--- src/rtl/ultrasonic_pkg.sv ---
// Shared types and default timing for the ultrasonic ranging sequencer.
// Default constants assume a 50 MHz clock.
package ultrasonic_pkg;

    localparam int COUNT_W  = 22;
    localparam int RESULT_W = 21;

    localparam int DEF_TRIG_CYCLES    = 500;
    localparam int DEF_ECHO_TIMEOUT   = 1_900_000;
    localparam int DEF_HOLDOFF_CYCLES = 3_000_000;
    localparam int DEF_NEAR_MIN       = 2950;
    localparam int DEF_NEAR_MAX       = 14750;

    typedef enum logic [2:0] {
        IDLE      = 3'd0,
        TRIG      = 3'd1,
        WAIT_RISE = 3'd2,
        MEASURE   = 3'd3,
        HOLDOFF   = 3'd4
    } state_t;

endpackage

--- src/rtl/ultrasonic_sequencer_echo_sync.sv ---
// Two-flop synchronizer for the asynchronous echo pin, plus one more
// register so rising and falling edges can be detected.
module echo_sync (
    input  logic clk,
    input  logic rst,
    input  logic echo,
    output logic echo_s,
    output logic rise,
    output logic fall
);

    logic sync_p0;
    logic sync_p1;
    logic echo_d;

    always_ff @(posedge clk) begin
        if (rst) begin
            sync_p0 <= 1'b0;
            sync_p1 <= 1'b0;
            echo_d  <= 1'b0;
        end else begin
            sync_p0 <= echo;
            sync_p1 <= sync_p0;
            echo_d  <= sync_p1;
        end
    end

    // Edges are taken after the synchronizer, so both see identical latency.
    assign echo_s = sync_p1;
    assign rise   = sync_p1 & ~echo_d;
    assign fall   = ~sync_p1 & echo_d;

endmodule

--- src/rtl/ultrasonic_sequencer.sv ---
// One HC-SR04 style ranging cycle: trigger, wait for echo, measure its width,
// then hold off before the next shot (single-shot or free-running).
module ultrasonic_sequencer
    import ultrasonic_pkg::*;
#(
    parameter int TRIG_CYCLES    = DEF_TRIG_CYCLES,
    parameter int ECHO_TIMEOUT   = DEF_ECHO_TIMEOUT,
    parameter int HOLDOFF_CYCLES = DEF_HOLDOFF_CYCLES,
    parameter int NEAR_MIN       = DEF_NEAR_MIN,
    parameter int NEAR_MAX       = DEF_NEAR_MAX
) (
    input  logic        clk,
    input  logic        rst,
    input  logic        start,
    input  logic        auto_en,
    input  logic        echo,
    output logic        trig,
    output logic        busy,
    output logic [20:0] echo_cycles,
    output logic        valid,
    output logic        timeout,
    output logic        near
);

    localparam logic [COUNT_W-1:0] TRIG_LAST = COUNT_W'(TRIG_CYCLES - 1);
    localparam logic [COUNT_W-1:0] TO_LAST   = COUNT_W'(ECHO_TIMEOUT - 1);
    localparam logic [COUNT_W-1:0] TO_FULL   = COUNT_W'(ECHO_TIMEOUT);
    localparam logic [COUNT_W-1:0] HOLD_LAST = COUNT_W'(HOLDOFF_CYCLES - 1);

    state_t              state;
    state_t              state_nxt;
    logic [COUNT_W-1:0]  cnt;
    logic [COUNT_W-1:0]  cnt_nxt;
    logic                res_load;
    logic [RESULT_W-1:0] res_cycles;
    logic                res_timeout;

    logic echo_s;
    logic rise;
    logic fall;

    echo_sync u_echo_sync (
        .clk    (clk),
        .rst    (rst),
        .echo   (echo),
        .echo_s (echo_s),
        .rise   (rise),
        .fall   (fall)
    );

    function automatic logic [RESULT_W-1:0] sat_width(input logic [COUNT_W-1:0] c);
        return (c > TO_FULL) ? RESULT_W'(ECHO_TIMEOUT) : c[RESULT_W-1:0];
    endfunction

    function automatic logic near_of(input logic [RESULT_W-1:0] w, input logic to);
        return ~to && (w > RESULT_W'(NEAR_MIN)) && (w < RESULT_W'(NEAR_MAX));
    endfunction

    always_comb begin
        state_nxt   = state;
        cnt_nxt     = cnt + COUNT_W'(1);
        res_load    = 1'b0;
        res_cycles  = '0;
        res_timeout = 1'b0;
        case (state)
            IDLE: begin
                cnt_nxt = '0;
                if (start || auto_en) begin
                    state_nxt = TRIG;
                end
            end
            TRIG: begin
                if (cnt == TRIG_LAST) begin
                    state_nxt = WAIT_RISE;
                    cnt_nxt   = '0;
                end
            end
            WAIT_RISE: begin
                // A stale high echo never produces a rise, so it simply times out.
                if (rise) begin
                    state_nxt = MEASURE;
                    cnt_nxt   = COUNT_W'(1);
                end else if (cnt == TO_LAST) begin
                    state_nxt   = HOLDOFF;
                    cnt_nxt     = '0;
                    res_load    = 1'b1;
                    res_timeout = 1'b1;
                end
            end
            MEASURE: begin
                cnt_nxt = echo_s ? cnt + COUNT_W'(1) : cnt;
                if (fall) begin
                    state_nxt  = HOLDOFF;
                    cnt_nxt    = '0;
                    res_load   = 1'b1;
                    res_cycles = sat_width(cnt);
                end else if (cnt >= TO_FULL) begin
                    state_nxt   = HOLDOFF;
                    cnt_nxt     = '0;
                    res_load    = 1'b1;
                    res_cycles  = RESULT_W'(ECHO_TIMEOUT);
                    res_timeout = 1'b1;
                end
            end
            HOLDOFF: begin
                if (cnt == HOLD_LAST) begin
                    state_nxt = auto_en ? TRIG : IDLE;
                    cnt_nxt   = '0;
                end
            end
            default: begin
                state_nxt = IDLE;
                cnt_nxt   = '0;
            end
        endcase
    end

    always_ff @(posedge clk) begin
        if (rst) begin
            state       <= IDLE;
            cnt         <= '0;
            trig        <= 1'b0;
            busy        <= 1'b0;
            valid       <= 1'b0;
            echo_cycles <= '0;
            timeout     <= 1'b0;
            near        <= 1'b0;
        end else begin
            state <= state_nxt;
            cnt   <= cnt_nxt;
            // Pin outputs are registered from the next state to keep them glitch-free.
            trig  <= (state_nxt == TRIG);
            busy  <= (state_nxt != IDLE);
            valid <= res_load;
            if (res_load) begin
                echo_cycles <= res_cycles;
                timeout     <= res_timeout;
                near        <= near_of(res_cycles, res_timeout);
            end
        end
    end

endmodule

--- config.mk ---
export PLATFORM = sky130hd
export DESIGN_NAME = ultrasonic_sequencer
export DESIGN_NICKNAME = d
export VERILOG_FILES = /design/src/rtl/ultrasonic_pkg.sv /design/src/rtl/ultrasonic_sequencer_echo_sync.sv /design/src/rtl/ultrasonic_sequencer.sv
export SDC_FILE = /design/constraint.sdc
export NUM_CORES = 1
export LEC_CHECK = 0
export BUFFER_PORTS_ARGS = -buffer_cell sky130_fd_sc_hd__buf_2
export CAP_MARGIN = 20
export CORE_ASPECT_RATIO = 1.75
export CORE_MARGIN = 2
export CORE_UTILIZATION = 31
export CTS_CLUSTER_SIZE = 24
export DETAILED_ROUTE_END_ITERATION = 10
export PLACE_DENSITY = 0.54
export SKIP_LAST_GASP = 1
export SLEW_MARGIN = 10
export SYNTH_ARGS = -nofsm -noshare
export SYNTH_HDL_FRONTEND = slang
export SYNTH_SLANG_ARGS = --single-unit
--- constraint.sdc ---
create_clock -name clk -period 2.3 [get_ports clk]
set_input_delay 0.115 -clock clk [delete_from_list [all_inputs] [get_ports clk]]
set_output_delay 0.115 -clock clk [all_outputs]
set_load 0.01 [all_outputs]
# == After elaboration in Yosys (flattened, before gate mapping) ==
# Cells that the tools add are included.
# word_totals
wordCells,63
regBits,54
output_inout_bits,26
# op_classes
mux,28
n_reduce_logical,5
order_cmp,4
bitwise_logic,5
n_addsub,1
n_eq_ne,9
# ops
cell,count
22-bit two-way mux,7
22-bit one-hot mux with 4 select lines,1
21-bit two-way mux,4
"22-bit by 1-bit adder with 22-bit output, second input constant",1
"22-bit by 21-bit equality test with 1-bit output, second input constant",1
"22-bit equality test, second input constant",1
"22-bit by 9-bit equality test with 1-bit output, second input constant",1
"22-bit by 21-bit greater-or-equal comparator with 1-bit output, second input constant",1
"22-bit by 21-bit > comparator with 1-bit output, second input constant",1
"21-bit by 12-bit > comparator with 1-bit output, second input constant",1
"21-bit by 14-bit less-than comparator with 1-bit output, second input constant",1
3-bit two-way mux,7
3-bit one-hot mux with 5 select lines,1
"3-bit by 1-bit equality test with 1-bit output, second input constant",2
"3-bit by 2-bit equality test with 1-bit output, second input constant",2
1-bit two-way mux,6
"4-bit by 3-bit inequality test with 1-bit output, second input constant",1
1-bit one-hot mux with 2 select lines,2
"3-bit equality test, second input constant",1
3-bit logical NOT,1
1-bit NOT,3
3-bit nonzero test,1
1-bit AND,2
1-bit logical AND,2
1-bit logical OR,1

# == Longest topological paths before layout ==
# Gate-level depths: netlist (run 1).
# logic_depth
ltp_word,7
ltp_mapped,9
depth_no_buf,7

# == Modules after synthesis ==
# A second synthesis (run 1) with hierarchy kept.
# unflattened
cells_unflattened,345
hier_area_um2,2847.7
# modules_own_cells
module,n_inst,cells_each,area_per_inst_um2
ultrasonic_sequencer,1,337,2756.4
echo_sync,1,8,91.3

# == Worst setup path after synthesis (run 1) ==
# OpenSTA, ideal clock, no wires.
# synth_path
path_type,register -> register
from,register cnt[11]
to,register cnt[12]
period_less_slack_ns,2.350
arrival_time_ns,2.235
setup_slack_ns,-0.050
setup_ns,0.115
path_stages_with_launch,9
path_buffers,2
required_time_ns,2.185
cell_sequence,dfxtp_1 > buf_6 > or4_4 > or4_4 > o211ai_2 > o31ai_4 > o21ai_4 > buf_6 > nor2_1
# synth_between
elab_chain_cells,5
# synth_lines
item,line_no,text
"start, declared",ultrasonic_sequencer.sv:32,logic [COUNT_W-1:0] cnt;
"start signal, assigned",ultrasonic_sequencer.sv:130,cnt <= cnt_nxt;
22-bit by 1-bit adder with 22-bit output,"ultrasonic_sequencer.sv:61, ultrasonic_sequencer.sv:91",
22-bit two-way mux,ultrasonic_sequencer.sv:91,cnt_nxt = echo_s ? cnt + COUNT_W'(1) : cnt;
22-bit two-way mux,ultrasonic_sequencer.sv:97,end else if (cnt >= TO_FULL) begin
22-bit two-way mux,ultrasonic_sequencer.sv:92,if (fall) begin
22-bit one-hot mux with 4 select lines,ultrasonic_sequencer.sv:65,case (state)
# Several ways; a longest one is shown, not always the timed one. The select of a mux whose other input is x is not followed.
# A chain may end at the register's enable or synchronous reset.

# == Final worst setup path (run 1) ==
# layout_path
from,register cnt[20]
to,register cnt[18]
# layout_between
elab_chain_cells,4
# layout_lines
item,line_no
22-bit by 21-bit greater-or-equal comparator with 1-bit output / 22-bit by 21-bit equality test with 1-bit output (equally long branches),"ultrasonic_sequencer.sv:97, ultrasonic_sequencer.sv:83"
22-bit two-way mux (on tied branches),"ultrasonic_sequencer.sv:97, ultrasonic_sequencer.sv:83"
22-bit two-way mux (on tied branches),"ultrasonic_sequencer.sv:92, ultrasonic_sequencer.sv:80"
22-bit one-hot mux with 4 select lines,ultrasonic_sequencer.sv:65
# Several ways; a longest one is shown, not always the timed one.

==> results of run 1 <==
==> worst max-delay path: stages (launching register included) <==
cell and delay [ns]:
dfxtp_2 0.32, or4_4 0.53, or4_4 0.57, o211ai_4 0.21
o31ai_4 0.14, o21ai_4 0.24, buf_12 0.16, nor2_1 0.04
==> layout make-up <==
cell class	count	area, um2
Timing Repair Buffer	85	579
Sequential cell	54	1080
Multi-Input combinational cell	263	1660
Clock inverter	2	38.8
Clock buffer	5	125
Tap cell	120	150
Fill cell	967	5360
Inverter	10	37.5
==> cell usage after synthesis, types with 5 or more instances <==
cell type  instances  area (um2)
or2_2              5        31.3
nor2_1            40         150
inv_1             10        37.5
a22oi_1            7        52.6
nor4b_1            5        43.8
and3_1             7        43.8
nor3_1            35         175
nand2_1           19        71.3
nand4_1            9        56.3
nand3_1           11        55.1
dfxtp_1           54        1080
clkbuf_1          22        82.6
a21oi_1           23         115
nor2b_1            8        50.1
nand2b_1           7        43.8
xnor2_1           13         114
o211ai_1           7        52.6
==> per-layer routing <==
metal / wire length, um / track usage
met1: 3440 / 0.187
met2: 4730 / 0.322
met3: 270 / 0.0282
met4: 620 / 0.154
met5: 0 / 0
==> kinds of logic (layout without fill, tap and decap cells) <==
family                   count (synthesis)  in the layout
adder cells (fa/ha/maj)                  2              2
buffers and inverters                   41            102
AO/OA/AOI/OAI                           73             73
AND/OR/NAND/NOR                        172            172
XOR/XNOR                                16             16
flip-flops                              54             54
==> stage by stage <==
step                utilization  setup WS, ns  total power, mW  cell area (um2)  cells
floorplan                     -       -0.0448             1.03             2890    358
global placement          0.381       -0.0630             1.06             3440    528
detailed placement        0.381       -0.0712             1.06             3440    528
CTS                       0.404      -0.00848             1.92             3650    539
global route              0.407       -0.0960             1.96             3680    539
finish                    0.407       -0.0148             1.90             3680    539
==> repair_timing <==
item / 4_1_cts / 5_1_grt
endpoints found under the setup margin: 22 / 47
pin swaps: 9 / 8
setup buffers: 4 / 0
endpoints found under the hold margin: 0 / 0
gates resized for setup: 4 / 8
==> power groups by stage <==
stage / logic (mW) / clock network [mW] / registers [mW]
6_report: 0.0956 / 0.858 / 0.948
2_1_floorplan: 0.0552 / 0 / 0.970
3_5_place_dp: 0.0918 / 0 / 0.970
3_3_place_gp: 0.0918 / 0 / 0.970
4_1_cts: 0.0951 / 0.874 / 0.948
5_1_grt: 0.104 / 0.909 / 0.948
==> sequential cells by signal (all words and copies together), names as in the netlist <==
name and count:
cnt 22, echo_cycles 21, state 3, busy 1
near 1, timeout 1, trig 1, u_echo_sync.echo_d 1
u_echo_sync.echo_s 1, u_echo_sync.sync_p0 1, valid 1
==> path summary, 6_finish.rpt <==
kind	depth (start not counted)	to	slack [ns]
setup / recovery	7	cnt[18]	-0.01
hold reg to reg	1	u_echo_sync.echo_s	0.46
setup reg to reg	7	cnt[18]	-0.01
hold / removal	2	u_echo_sync.sync_p0	0.03
==> flow_summary_export.csv, run 1 <==
group,metric,value,unit
hold_path,min-delay-start,"echo",
power,ir_drop,0.251,mV
synthesis,synth_compound_area_frac,0.184,
power,swShare,0.215,
place,place_congestion,0.929,
sta,tightest_slew,0.676,ns
outcome,status,"complete, but fails checks",
cts,clock_path_buffers,2,
synthesis,synth-simple-area-share,0.322,
sta,period_minus_slack,2.31,ns
cells_and_area,mostFrequentLayoutCells,"53 x buf_4, 51 x dfxtp_1, 37 x nor2_1, 34 x nor3_1, 30 x buf_2",
synthesis,synthFlopType,"dfxtp_1",
drt,drtAntennaViolNets,0,
sta,maxSlewViolCount,0,
sta,fmax,0.432,GHz
cts,cts_tree,"yes",
worst_setup_path,startpoint,"cnt[20]",
drt,route.detailed.drc,0,
floorplan,core_region_area,9040,um2
worst_setup_path,crit_fanout,10,
power,p_switching,409,uW
synthesis,yosysWarnings,0,
sta,setup_ws,-0.0148,ns
floorplan,initial_core_util,0.318,
synthesis,synth.area.mux_share,0,
synthesis,ys_types,59,
hold_path,min_path_type,"input pin to flip-flop",
cts,ctsHoldBuffers,0,
global_route,gr-usage-all-layers,0.184,
synthesis,yosysSeqAreaShare,0.376,
synthesis,avgSynthCellArea,8.02,um2
worst_setup_path,arrival,2.50,ns
power,power_leakage,1.37,nW
sta,period_share,1.01,
sta,hold_viol_final,0,
sta,skew,0.00540,ns
global_route,antenna_found_initial,0,
worst_setup_path,reg2reg_from,"cnt[20]",
sta,rsz0062_at_grt,"true",
drt,wirelength,9060,um
synthesis,synth_cells,358,
worst_setup_path,crit_type,"flip-flop to flip-flop",
cts,clk_latency,0.30,ns
floorplan,die-area,10100,um2
power,power_frac_comb,0.050,
drt,via_per_inst,5.31,
synthesis,synth_fa_ha_area_frac,0.00871,
synthesis,synth_top_family_by_area,"simple AND/OR/NAND/NOR gates",
place,dp.final_hpwl,7040,um
synthesis,synth_area,2870,um2
global_route,grt_pass1_vias,2879,
global_route,grt_first_pass_wirelength,14500,um
cts,clockRootBuffer,"clkbuf_16",
synthesis,synthArstFlopShare,0,
cts,cts.sinks,54,
worst_setup_path,endpoint_kind,"flip-flop",
synthesis,synthXorXnorAreaFrac,0.0488,
cells_and_area,fin_nets,426,
sta,setup_viol_count_final,13,
outcome,violations,"setup timing",
cells_and_area,diodes,0,
drt,drtPass1Iterations,4,
worst_setup_path,required,2.49,ns
floorplan,io_pins,31,
place,port_buffers,30,
cts,cts_made_buffers,5,
floorplan,rows,46,
cells_and_area,area_growth,28.1,%
synthesis,synth_fp_nets,365,
floorplan,dieHeight,131,um
global_route,grt_max_degree,27,
worst_setup_path,cp-start-kind,"flip-flop",
power,seqPwrFrac,0.498,
cts,clk_pin_slew,0.07,ns
synthesis,synth-seq-cells,54,
sta,setup-tns-final,-0.103,ns
sta,slew_headroom,0.548,
drt,dr_total_vias,2863,
sta,holdWs,0.0293,ns
floorplan,fp.dieW,76.8,um
power,p_clk_frac,0.451,
power,p_int,1.49,mW
cts,htree_num_levels,2,
drt,wire_per_inst,16.8,um
global_route,overflow,0,
drt,drt_iter0_markers,162,
cells_and_area,layout_commonest_cell,"buf_4",
synthesis,synth_edf_count,0,
cells_and_area,layout-drive-gt1-share,0.279,
power,pwr_density_cell,517,nW/um2
flow_run,drv_cap,0,
No activity file was read; power rests on OpenSTA's default activity.
==> run 2: changes to the inputs <==
--- a/config.mk
+++ b/config.mk
@@ -12,7 +12,7 @@
 export CORE_UTILIZATION = 31
 export CTS_CLUSTER_SIZE = 24
 export DETAILED_ROUTE_END_ITERATION = 10
-export PLACE_DENSITY = 0.54
+export PLACE_DENSITY = 0.53
 export SKIP_LAST_GASP = 1
 export SLEW_MARGIN = 10
 export SYNTH_ARGS = -nofsm -noshare
==> constraint.sdc (replaced) <==
create_clock -name clk -period 2.5 [get_ports clk]
set_input_delay 0.125 -clock clk [delete_from_list [all_inputs] [get_ports clk]]
set_output_delay 0.125 -clock clk [all_outputs]
set_load 0.01 [all_outputs]
==> flow_summary_export.csv, run 2 (same netlist as run 1, synthesis figures left out) <==
group,metric,value,unit
flow_run,drv_cap,0,
cts,clock_path_buffers,2,
cells_and_area,layout-drive-gt1-share,0.226,
drt,wire_per_inst,17.6,um
power,power_leakage,1.28,nW
cells_and_area,area_growth,21.9,%
sta,period_minus_slack,2.43,ns
worst_setup_path,cp.buffers_inverters,0,
cts,ctsHoldBuffers,0,
worst_setup_path,arrival,2.59,ns
place,port_buffers,30,
power,pwr_density_cell,471,nW/um2
outcome,status,"completed",
floorplan,die-area,10100,um2
cts,clockRootBuffer,"clkbuf_16",
floorplan,dieHeight,131,um
hold_path,min_path_type,"input pin to flip-flop",
global_route,grtUsageMet2,0.342,
hold_path,min-delay-start,"echo",
sta,tightest_slew,0.637,ns
sta,slew_headroom,0.574,
worst_setup_path,endpoint_kind,"flip-flop",
drt,dr_total_vias,2836,
floorplan,initial_core_util,0.318,
place,place_congestion,0.948,
global_route,antenna_found_initial,0,
worst_setup_path,r2r_setup_slack,0.07,ns
cells_and_area,largest_register_ffs,22,
cells_and_area,diodes,0,
cts,cts_made_buffers,5,
worst_setup_path,required,2.67,ns
cells_and_area,mostFrequentLayoutCells,"53 x dfxtp_1, 40 x nor2_1, 35 x nor3_1, 35 x buf_4, 30 x buf_2",
cells_and_area,fin_nets,408,
cells_and_area,layout_commonest_cell,"dfxtp_1",
sta,maxSlewViolCount,0,
sta,period_share,0.971,
cts,cts_tree,"yes",
drt,drtAntennaViolNets,0,
place,place_ws,0.0555,ns
sta,setup_ws,0.0726,ns
cts,cts.sinks,54,
worst_setup_path,crit_type,"flip-flop to flip-flop",
sta,holdWs,0.0348,ns
floorplan,io_pins,31,
worst_setup_path,cp_top_family,"simple AND/OR/NAND/NOR gates",
hold_path,min_to,"u_echo_sync.sync_p0",
drt,drtPass1Iterations,5,
global_route,overflow,0,
worst_setup_path,slowest_delay,0.57,ns
worst_setup_path,crit_chain,"or4_4, or4_4, o211ai_4, o31ai_4, o211ai_1, o211ai_1",
global_route,grt_pass1_vias,2827,
floorplan,fp.dieW,76.8,um
worst_setup_path,crit_fanout,8,
cells_and_area,reg_top3,"cnt (22), echo_cycles (21), state (3)",
cells_and_area,fin_util,0.387,
cts,clk_latency,0.30,ns
global_route,top_usage_layer,"met2",
global_route,gr-usage-all-layers,0.186,
global_route,grt_max_degree,33,
worst_setup_path,reg2reg_from,"cnt[13]",
global_route,grt_use_met1,0.177,
worst_setup_path,rr_endpoint,"cnt[13]",
drt,drt_iter0_markers,157,
drt,route.detailed.drc,0,
floorplan,core_region_area,9040,um2
place,dp.final_hpwl,7070,um
cells_and_area,largest_register,"cnt",
sta,rsz0062_at_grt,"true",
worst_setup_path,cp_slowest_cell,"or4_4",
cts,clk_pin_slew,0.07,ns
worst_setup_path,rr_worst_depth,6,
sta,setup_viol_count_final,0,
global_route,grt_first_pass_wirelength,14700,um
drt,wirelength,9200,um
sta,skew,0.0103,ns
worst_setup_path,cp-start-kind,"flip-flop",
power,total_power,1.65,mW
power,ir_drop,0.252,mV
drt,via_per_inst,5.43,
sta,hold_viol_final,0,
cts,htree_num_levels,2,
sta,setup-tns-final,0,ns
floorplan,rows,46,
hold_path,hold_depth,2,
sta,fmax,0.412,GHz
global_route,met3_usage,0.0288,
==> run 2: cell count changes in the layout (fill, tap and decap cells not counted), moves of 2 or more <==
cell      change
dfxtp_1       +2
buf_4        -18
nor2_2        -3
dfxtp_2       -2
clkinv_2      +2
nor2_1        +3
==> run 2: cell type report <==
type / count / area, um2
tap: 120 / 150
timing repair buffer: 67 / 453
clock buffer: 5 / 125
multi-input combinational: 263 / 1630
inverter: 10 / 37.5
clock inverter: 3 / 18.8
sequential: 54 / 1080
fill: 991 / 5540
==> run 2: timing repair <==
item,CTS,global route
endpoints found under the setup margin,0,12
buffers inserted,0,1
gates resized for setup,0,3
==> run 2: stage by stage <==
stage,cell area (um2),instances
3_3_place_gp,3330,513
2_1_floorplan,2870,358
5_1_grt,3500,522
4_1_cts,3470,521
6_report,3500,522
3_5_place_dp,3330,513
==> run 2: per-layer routing <==
metal | wire (um) | up-vias | part of all wire
li1 | - | 1377 | -
met1 | 3440 | 1336 | 0.37
met2 | 4760 | 83 | 0.52
met3 | 277 | 40 | 0.030
met4 | 716 | 0 | 0.078
met5 | 0 | - | 0
==> run 2: report_power, final <==
group	switching (mW)	leakage (nW)	internal, mW
Combinational	0.0491	0.768	0.0304
Sequential	0.00462	0.437	0.867
Clock	0.324	0.0740	0.372
Total	0.378	1.28	1.27
==> run 2: worst max-delay path by stage <==
stage | start | to | slack, ns | cells after the start
after global routing | cnt[13] | echo_cycles[7] | -0.05 | 7
after CTS | cnt[7] | cnt[7] | 0.04 | 6
after global placement | cnt[7] | cnt[7] | 0.09 | 6
after floorplan | cnt[11] | cnt[12] | 0.15 | 8
final | cnt[13] | cnt[13] | 0.07 | 6
after detailed placement | cnt[7] | cnt[7] | 0.06 | 6
==> run 2: worst register-to-register path: cells and delay by family (launching register included) <==
kind             cells  cell delay, ns
AND/OR/NAND/NOR      2            1.07
AO/OA/AOI/OAI        4            0.84
flip-flops           1            0.38
==> run 3: changes to the inputs <==
--- a/config.mk
+++ b/config.mk
@@ -13,6 +13,7 @@
 export CTS_CLUSTER_SIZE = 24
 export DETAILED_ROUTE_END_ITERATION = 10
 export PLACE_DENSITY = 0.53
+export SETUP_SLACK_MARGIN = 0.2
 export SKIP_LAST_GASP = 1
 export SLEW_MARGIN = 10
 export SYNTH_ARGS = -nofsm -noshare
==> flow_summary_export.csv, run 3 (same netlist as run 1, synthesis figures left out) <==
group,metric,value,unit
cells_and_area,diodes,0,
place,placed_area,3320,um2
power,swShare,0.217,
global_route,antenna_found_initial,0,
sta,slew_headroom,0.528,
cells_and_area,layout_commonest_cell,"dfxtp_1",
global_route,gr-usage-all-layers,0.186,
worst_setup_path,r2r_setup_slack,0.09,ns
drt,route.detailed.drc,0,
cells_and_area,layout-drive-gt1-share,0.268,
cells_and_area,reg_top3,"cnt (22), echo_cycles (21), state (3)",
sta,rsz0062_at_grt,"true",
worst_setup_path,rr_endpoint,"cnt[15]",
hold_path,hold_depth,2,
drt,drtPass1Iterations,4,
hold_path,min_to,"u_echo_sync.sync_p0",
power,pwr_density_cell,494,nW/um2
worst_setup_path,cp-start-kind,"flip-flop",
cts,htree_num_levels,2,
cts,clk_latency,0.30,ns
worst_setup_path,endpoint_kind,"flip-flop",
sta,setup-tns-final,0,ns
cts,clockRootBuffer,"clkbuf_16",
hold_path,min_path_type,"input pin to flip-flop",
place,port_buffers,30,
worst_setup_path,crit_type,"flip-flop to flip-flop",
drt,dr_total_vias,2865,
cells_and_area,area_growth,26.6,%
global_route,overflow,0,
power,p_switching,390,uW
place,dp.final_hpwl,7060,um
worst_setup_path,crit_fanout,7,
sta,skew,0.00494,ns
sta,setup_viol_count_final,0,
power,power_leakage,1.33,nW
cells_and_area,largest_register_ffs,22,
floorplan,die-area,10100,um2
global_route,grt_first_pass_wirelength,14600,um
drt,drt_iter0_markers,159,
power,seqPwrFrac,0.485,
cts,clock_path_buffers,2,
drt,drtAntennaViolNets,0,
hold_path,min-delay-start,"echo",
global_route,grt_pass1_vias,2757,
sta,tightest_slew,0.707,ns
cells_and_area,largest_register,"cnt",
worst_setup_path,arrival,2.58,ns
cells_and_area,fin_area,3630,um2
sta,maxSlewViolCount,0,
worst_setup_path,required,2.68,ns
sta,hold_viol_final,0,
drt,via_per_inst,5.44,
power,power_frac_comb,0.048,
cells_and_area,fin_nets,413,
outcome,status,"completed",
cts,cts.sinks,54,
worst_setup_path,reg2reg_from,"cnt[9]",
floorplan,rows,46,
power,total_power,1.80,mW
cts,cts_made_buffers,5,
sta,fmax,0.415,GHz
drt,wirelength,9320,um
cts,clk_pin_slew,0.07,ns
place,dp.cells,511,
power,p_clk_frac,0.467,
cts,cts_tree,"yes",
floorplan,initial_core_util,0.318,
floorplan,io_pins,31,
drt,wire_per_inst,17.7,um
cells_and_area,mostFrequentLayoutCells,"49 x dfxtp_1, 40 x nor2_1, 40 x buf_4, 34 x nor3_1, 30 x buf_2",
floorplan,core_region_area,9040,um2
floorplan,dieHeight,131,um
sta,period_minus_slack,2.41,ns
place,place_congestion,0.936,
power,ir_drop,0.244,mV
sta,holdWs,0.0504,ns
cells_and_area,final_cells,527,
worst_setup_path,rr_worst_depth,7,
power,p_int,1.41,mW
global_route,grt_max_degree,24,
sta,period_share,0.964,
floorplan,fp.dieW,76.8,um
flow_run,drv_cap,0,
==> run 3: cell types whose count changed in the layout (fill, tap and decap cells not counted), moves of 2 or more <==
cell,before,now
dfxtp_2,1,4
clkinv_2,2,0
dfxtp_1,53,49
buf_4,35,40
==> run 3: layout make-up <==
| cell class | count | area (um2) |
|---|---|---|
| fill | 935 | 5400 |
| multi-input combinational | 263 | 1690 |
| sequential | 54 | 1090 |
| timing repair buffer | 72 | 490 |
| tap | 120 | 150 |
| clock buffer | 6 | 139 |
| clock inverter | 2 | 38.8 |
| inverter | 10 | 37.5 |
==> run 3: worst max-delay path, cell delays in order, from the launching register on <==
cell,delay [ns]
dfxtp_2,0.32
or4bb_4,0.54
or4_4,0.57
o211ai_4,0.22
o31ai_4,0.16
buf_4,0.16
o2111ai_1,0.18
o311ai_1,0.12
==> run 3: power by group through the flow <==
stage | sequential [mW] | combinational (mW) | clock (mW)
after floorplan | 0.893 | 0.0508 | 0
after CTS | 0.871 | 0.0844 | 0.858
after global placement | 0.892 | 0.0780 | 0
after detailed placement | 0.892 | 0.0784 | 0
after global routing | 0.871 | 0.0956 | 0.886
final | 0.870 | 0.0870 | 0.838
==> run 3: metal layers <==
metal  GRT usage  up-vias  wire (um)
met4       0.121        0        564
met2       0.349       90       5070
met3      0.0323       31        359
met5           0        -          0
met1       0.182     1354       3330
li1            -     1390          -
==> run 3: worst max path at each step <==
stage / from / end / slack (ns) / depth (start not counted)
floorplan: cnt[6] / cnt[12] / 0.16 / 8
global placement: cnt[8] / cnt[7] / 0.10 / 7
detailed placement: cnt[8] / cnt[7] / 0.04 / 7
CTS: cnt[9] / cnt[13] / 0.14 / 6
global route: cnt[9] / cnt[15] / 0.06 / 6
finish: cnt[9] / cnt[15] / 0.09 / 7
==> run 3: per-stage QoR <==
step / worst slack (ns) / utilization
finish: 0.0909 / 0.402
global route: 0.0607 / 0.402
CTS: 0.137 / 0.394
detailed placement: 0.0434 / 0.368
global placement: 0.101 / 0.368
floorplan: 0.155 / -
==> run 3: what timing repair did <==
action,4_1_cts,5_1_grt
pin swaps,4,7
endpoints found under the setup margin,35,45
hold buffers,0,0
buffers inserted,4,4
gates resized for setup,9,10
